**src/rtl/display_shift_sequencer.sv**
```systemverilog
// Serialises a 32-bit, four-digit segment frame MSB first into a shift register (data/clock/latch).
// Optional DISPLAY_AUTO_REFRESH_EN: re-sends the last captured frame after REFRESH_CYCLES idle cycles.
module display_shift_sequencer #(
  parameter int SYS_CLK_HZ     = 5_000_000,
  parameter int SHIFT_CLK_HZ   = 1_000_000,
  parameter int REFRESH_CYCLES = 50_000
) (
  input  logic        i_clk,
  input  logic        i_reset,
  input  logic        i_en,
  input  logic        i_start,
  input  logic [31:0] i_frame,
  output logic        o_busy,
  output logic        o_done,
  output logic        o_serial_data,
  output logic        o_serial_clk,
  output logic        o_serial_latch
);

  localparam int DIV      = SYS_CLK_HZ / SHIFT_CLK_HZ;
  localparam int PW       = (DIV > 2) ? $clog2(DIV) : 1;
  localparam int HI_START = DIV - DIV / 2;
  localparam logic [PW-1:0] PH_LAST = PW'(DIV - 1);
  localparam logic [PW-1:0] PH_HI   = PW'(HI_START);

  generate
    if (DIV < 2 || REFRESH_CYCLES < 1) begin : g_bad_cfg
      $error("display_shift_sequencer: DIV must be >= 2 and REFRESH_CYCLES >= 1");
    end
  endgenerate

  typedef enum logic [1:0] {IDLE, SHIFT, LATCH} state_t;

  state_t        state, state_nxt;
  logic [PW-1:0] phase, phase_nxt;
  logic [4:0]    bit_cnt, bit_nxt;
  logic [31:0]   hold;
  logic          done_q, done_nxt;
  logic          accept, refresh, go;

  // Frames only start from IDLE; anything arriving while busy is dropped.
  assign accept = (state == IDLE) && i_start && i_en;
  assign go     = accept || ((state == IDLE) && refresh);

`ifdef DISPLAY_AUTO_REFRESH_EN
  localparam int RW = $clog2(REFRESH_CYCLES + 1);
  logic [RW-1:0] idle_cnt;
  logic          idle_qual;

  assign idle_qual = (state == IDLE) && i_en && !i_start;
  assign refresh   = idle_qual && (idle_cnt == RW'(REFRESH_CYCLES - 1));

  always_ff @(posedge i_clk or posedge i_reset) begin
    if (i_reset)                   idle_cnt <= '0;
    else if (idle_qual && !refresh) idle_cnt <= idle_cnt + 1'b1;
    else                           idle_cnt <= '0;
  end
`else
  assign refresh = 1'b0;
`endif

  always_ff @(posedge i_clk or posedge i_reset) begin
    if (i_reset) begin
      state   <= IDLE;
      phase   <= '0;
      bit_cnt <= '0;
      hold    <= '0;
      done_q  <= 1'b0;
    end else begin
      state   <= state_nxt;
      phase   <= phase_nxt;
      bit_cnt <= bit_nxt;
      done_q  <= done_nxt;
      if (accept) hold <= i_frame;
    end
  end

  always_comb begin
    state_nxt = state;
    phase_nxt = phase;
    bit_nxt   = bit_cnt;
    done_nxt  = 1'b0;
    case (state)
      IDLE: begin
        if (go) begin
          state_nxt = SHIFT;
          phase_nxt = '0;
          bit_nxt   = '0;
        end
      end
      SHIFT: begin
        if (phase == PH_LAST) begin
          phase_nxt = '0;
          if (bit_cnt == 5'd31) state_nxt = LATCH;
          else                  bit_nxt   = bit_cnt + 5'd1;
        end else begin
          phase_nxt = phase + 1'b1;
        end
      end
      LATCH: begin
        if (phase == PH_LAST) begin
          state_nxt = IDLE;
          phase_nxt = '0;
          done_nxt  = 1'b1;
        end else begin
          phase_nxt = phase + 1'b1;
        end
      end
      default: state_nxt = IDLE;
    endcase
  end

  // Outputs decode straight from reset-cleared state so they drop with reset, no clock needed.
  assign o_busy         = (state == SHIFT) || (state == LATCH);
  assign o_done         = done_q;
  assign o_serial_data  = (state == SHIFT) && hold[5'd31 - bit_cnt];
  assign o_serial_clk   = (state == SHIFT) && (phase >= PH_HI);
  assign o_serial_latch = (state == LATCH);

endmodule

```
**config.mk**
```make
export PLATFORM = sky130hd
export DESIGN_NAME = display_shift_sequencer
export DESIGN_NICKNAME = d
export VERILOG_FILES = /design/src/rtl/display_shift_sequencer.sv
export SDC_FILE = /design/constraint.sdc
export NUM_CORES = 1
export LEC_CHECK = 0
export BUFFER_PORTS_ARGS = -buffer_cell sky130_fd_sc_hd__buf_4
export CAP_MARGIN = 10
export CELL_PAD_IN_SITES_DETAIL_PLACEMENT = 1
export CELL_PAD_IN_SITES_GLOBAL_PLACEMENT = 1
export CORE_MARGIN = 8
export CORE_UTILIZATION = 35
export CTS_CLUSTER_DIAMETER = 50
export DETAILED_ROUTE_END_ITERATION = 8
export GPL_ROUTABILITY_DRIVEN = 0
export PLACE_DENSITY_LB_ADDON = 0.05
export SYNTH_ARGS = -nofsm -noshare
export SYNTH_HDL_FRONTEND = slang
export SYNTH_SLANG_ARGS = --single-unit
```
**constraint.sdc**
```tcl
create_clock -name i_clk -period 2.35 [get_ports i_clk]
set_input_delay 0.235 -clock i_clk [delete_from_list [all_inputs] [get_ports i_clk]]
set_output_delay 0.235 -clock i_clk [all_outputs]
set_load 0.01 [all_outputs]
```
==> results by stage <==
Logic synthesis:
- After synthesis, the cell types taking the most area are sky130_fd_sc_hd__dfrtp_1 50%, sky130_fd_sc_hd__mux2_2 17%, sky130_fd_sc_hd__mux4_1 4.8%.
- Averaged over all synthesized cells, the footprint is 12.8 um^2.
- The number of nets produced by synthesis is 213.
- In this run the cell area of the synthesized design comes to 2170 um^2.
- The post-synthesis cell count is 169.
- The cell taking the most area after synthesis is sky130_fd_sc_hd__dfrtp_1.
- The register area share after synthesis is 0.496.
- The number of flip-flops and latches in the synthesized netlist is 43.
- The area share of the largest cell type after synthesis is 0.496.
- The number of different library cells in the post-synthesis netlist is 38.
- The count of yosys warnings during synthesis is 0.

Pwr:
- Across the VDD grid, the largest voltage drop is 0.000210 V.
- The portion of total power attributed to the clock network is 0.363.
- The combinational group share of total power is 0.049.
- Of the total power, the share spent switching nets is 0.214.
- For this design the static power due to leakage is 1.42 nW.
- The design draws 1.26 mW.
- The internal power contribution is 0.987 mW.
- The power density over the cells is 469 nW/um^2.
- Summed over all nets, the switching power comes to 0.269 mW.
- The proportion of power drawn by flip-flops and latches is 0.589.

Layout:
- Of the cells placed in the final design, the portion with a size suffix greater than 1 is 0.445.
- The final cell count without fillers is 293.
- The multi-input combinational cells in the finished layout cover a total of 1000 um^2.
- At the end of the flow, the number of nets in the layout was 261.
- Registers take 1080 um^2.
- The final standard cell area without fillers is 2680 um^2.
- 0 antenna diodes ended up in the layout.
- The filler cells instantiated in the layout total 649.
- Compared with the post-synthesis result, the final layout area differs by 23.4%.

Global route:
- The wire length of the first global-routing pass is 8.38 mm.
- The largest net degree at the start of global routing is 34.
- The total global routing overflow is 0.
- In the global route stage, overall resource usage came out at 0.118.
- The number of global-route vias before repair is 1,763.
- The number of antenna violations at the first check in global routing is 0.

STA:
- Setup violations remaining at the end of the flow were counted as 0.
- The number of pins exceeding their max-slew limit in the final report came to 0.
- Between clock sinks in the finished design, the worst skew comes to 0.00571 ns.
- Setup repair after global routing left no endpoint under its margin.
- The tightest slew margin relative to the limit is 0.690.
- The transition at the pin with the smallest max-transition slack is 0.460 ns.
- The timing-limited maximum frequency is 0.447 GHz.
- Hold timing on the final database bottoms out at a slack of 0.172 ns.
- Subtracting the final worst setup slack from the clock period gives 2.24 ns.
- Dividing the final minimum period by the clock period gives 0.952.
- The sum of negative setup slack is 0 ns.
- The number of hold-slack violations in the final timing report is 0.

Route:
- The detailed router finished its first iteration with 72 violations.
- The iteration count of the initial detailed-routing pass is 2.
- The detail-routed net length per standard cell is 16.6 um.
- The total vias in the final route is 1,484.
- After detailed routing, the total wire length is 4.87 mm.
- The DRC violation count after routing is 0.
- The via count normalized by instance count is 5.06.
- The remaining antenna violation count is 0.

Placed design:
- The number of placed instances, taps included, is 278.
- The number of port buffers is 40.
- The HPWL after detailed placement is 3.56 mm.
- After detailed placement, the total cell area comes to 2530 um^2.

Worst setup path:
- Walking the worst path, the cells encountered are buf_2, buf_4, mux2_2, or3_1, o211ai_1, a221oi_2, buf_4.
- The worst register-to-register path has a depth of 9.
- The worst register-to-register path ends at bit_cnt[4]$_DFFE_PP0P_.
- On the worst path, the slowest cell contributes a delay of 0.40 ns.
- The critical path is of the reg2out type.
- The reg-to-reg setup timing slack is 0.15 ns.
- The arrival time reported for the critical path endpoint is 2.00 ns.
- For this design, the slowest cell found on the critical path is sky130_fd_sc_hd__dfrtp_2.
- The launch point of the worst reg-to-reg path is bit_cnt[0]$_DFFE_PP0P_.
- STA puts the critical path data required time at 2.12 ns.
- The kind of capture point of the worst setup path is an output pin.
- STA classifies the critical path startpoint as a flop.
- Along the worst path, the maximum fanout reaches 5.
- The most numerous cell on the critical path is sky130_fd_sc_hd__buf_4.

CTS:
- The cell sitting at the root of the clock tree is a sky130_fd_sc_hd__clkbuf_8.
- The H-tree depth is 2.
- In this run the deepest clock path goes through 2 buffers.
- The register clock-pin slew on the reported worst setup and hold paths is 0.08 ns.
- Counting the buffers created by CTS gives 5.
- The sink count of the clock tree is 43.
- The clock latency at the later pin of the worst-skew pair is 0.29 ns.
- The TritonCTS clock tree is built.

Hold path:
- In this run the worst hold path is classified as in2reg.
- For hold timing, the worst endpoint is hold[26]$_DFFE_PP0P_.
- In this run the most critical hold path is launched from i_frame[26].
- Counting instances, the worst hold path has a depth of 2.

Floorplanning:
- After floorplanning, the core was sized to cover 5960 um^2.
- Pin placement for this block handled 41 I/O pins.
- The number of core rows is 28.
- The die covers 8970 um^2.
- In this run the horizontal extent of the chip is 94.7 um.
- The overall die height is 94.7 um.
- The initial utilization of the core area, before any placement, comes to 0.364.

Status:
- The run finished with clean final reports.

Flow run:
- Max-cap violations in this run came to 0.
==> logic make-up (layout without fill, tap and decap cells) <==
family,after synthesis,in the layout,share of synthesized area
mux,46,46,0.267
fa+ha+maj,8,8,0.0462
buf+inv,20,69,0.0462
xor+xnor,2,2,0.00808
flops,43,43,0.496
simple gates,29,29,0.0669
compound gates,21,21,0.0692
==> power by group through the flow <==
stage	logic [mW]	clock network [mW]	registers, mW
global placement	0.0595	0	0.754
detailed placement	0.0619	0	0.754
finish	0.0611	0.456	0.739
CTS	0.0634	0.478	0.739
global route	0.0685	0.510	0.739
floorplan	0.0115	0	0.754
==> per-stage QoR <==
stage,setup WS (ns),utilization
final,0.112,0.449
after global placement,0.176,0.424
after CTS,0.00604,0.440
after detailed placement,0.0959,0.424
after global routing,0.0153,0.449
after floorplan,0.595,-
==> synth_stat cells, drive strengths merged <==
master and n:
dfrtp 43, mux2 33, inv 11, ha 8, mux2i 8, nand3 7
nor2 7, clkbuf 6, mux4 5, nand2 5, o21ai 4, a21oi 3
and3 3, buf 3, a22oi 2, a31oi 2, nand4 2, a211oi 1
a21bo 1, a21boi 1, a221oi 1, a22o 1, a2bb2oi 1, a311oi 1
a32o 1, and3b 1, nand2b 1, nor3 1, o2111ai 1, o211ai 1
or2 1, or3 1, xnor2 1, xor2 1
==> worst max path at each step <==
stage / from / endpoint / cells past startpoint / slack, ns
after floorplan: bit_cnt[0]$_DFFE_PP0P_ / o_serial_data / 5 / 0.59
final: bit_cnt[0]$_DFFE_PP0P_ / o_serial_data / 7 / 0.11
after global routing: bit_cnt[0]$_DFFE_PP0P_ / bit_cnt[4]$_DFFE_PP0P_ / 9 / 0.02
after detailed placement: bit_cnt[0]$_DFFE_PP0P_ / bit_cnt[4]$_DFFE_PP0P_ / 8 / 0.1
after global placement: bit_cnt[0]$_DFFE_PP0P_ / bit_cnt[1]$_DFFE_PP0P_ / 8 / 0.18
after CTS: bit_cnt[0]$_DFFE_PP0P_ / o_serial_data / 5 / 0.006
==> cells in the final DEF (no fill, tap or decap), types with 2 or more instances in the layout <==
cell type,instances
sky130_fd_sc_hd__a21oi_1,3
sky130_fd_sc_hd__a22oi_1,2
sky130_fd_sc_hd__a31oi_1,2
sky130_fd_sc_hd__and3_1,2
sky130_fd_sc_hd__buf_4,48
sky130_fd_sc_hd__clkbuf_1,2
sky130_fd_sc_hd__clkbuf_8,5
sky130_fd_sc_hd__dfrtp_1,41
sky130_fd_sc_hd__dfrtp_2,2
sky130_fd_sc_hd__ha_1,8
sky130_fd_sc_hd__inv_1,10
sky130_fd_sc_hd__mux2_2,33
sky130_fd_sc_hd__mux2i_1,8
sky130_fd_sc_hd__mux4_1,4
sky130_fd_sc_hd__nand2_1,5
sky130_fd_sc_hd__nand3_1,7
sky130_fd_sc_hd__nand4_1,2
sky130_fd_sc_hd__nor2_1,7
sky130_fd_sc_hd__o21ai_0,4
==> registers in the layout (all words and copies together) (netlist names) <==
register and count:
bit_cnt 5, state 2, o_done 1, phase 3, hold 32
==> layout make-up <==
cell class / instances / area share
clock buffers: 7 / 0.0285
clock inverters: 1 / 0.00187
inverters: 11 / 0.0154
multi-input cells: 106 / 0.376
flip-flops and latches: 43 / 0.403
well taps: 75 / 0.0351
repair buffers: 50 / 0.140
==> critical path: cells and delay by family (launching register included) <==
kind                   cells  cell delay (ns)
buffers and inverters      3             0.47
DFF                        1             0.40
muxes                      1             0.32
and+or+nand+nor            1             0.30
AOI/OAI and AO/OA          2             0.22
==> metal layers <==
| metal | GRT usage | wire [um] |
|---|---|---|
| met5 | 0 | 0 |
| met4 | 0.0455 | 52 |
| met3 | 0.0325 | 233 |
| met2 | 0.205 | 2580 |
| met1 | 0.135 | 2000 |
==> what timing repair did <==
action	4_1_cts	5_1_grt
resized for setup	1	3
endpoints found under the setup margin	1	1
hold endpoints to repair	10	0
hold buffers	1	0
buffers inserted	0	6
cloned	0	0
(Power assumes the default switching activity.)
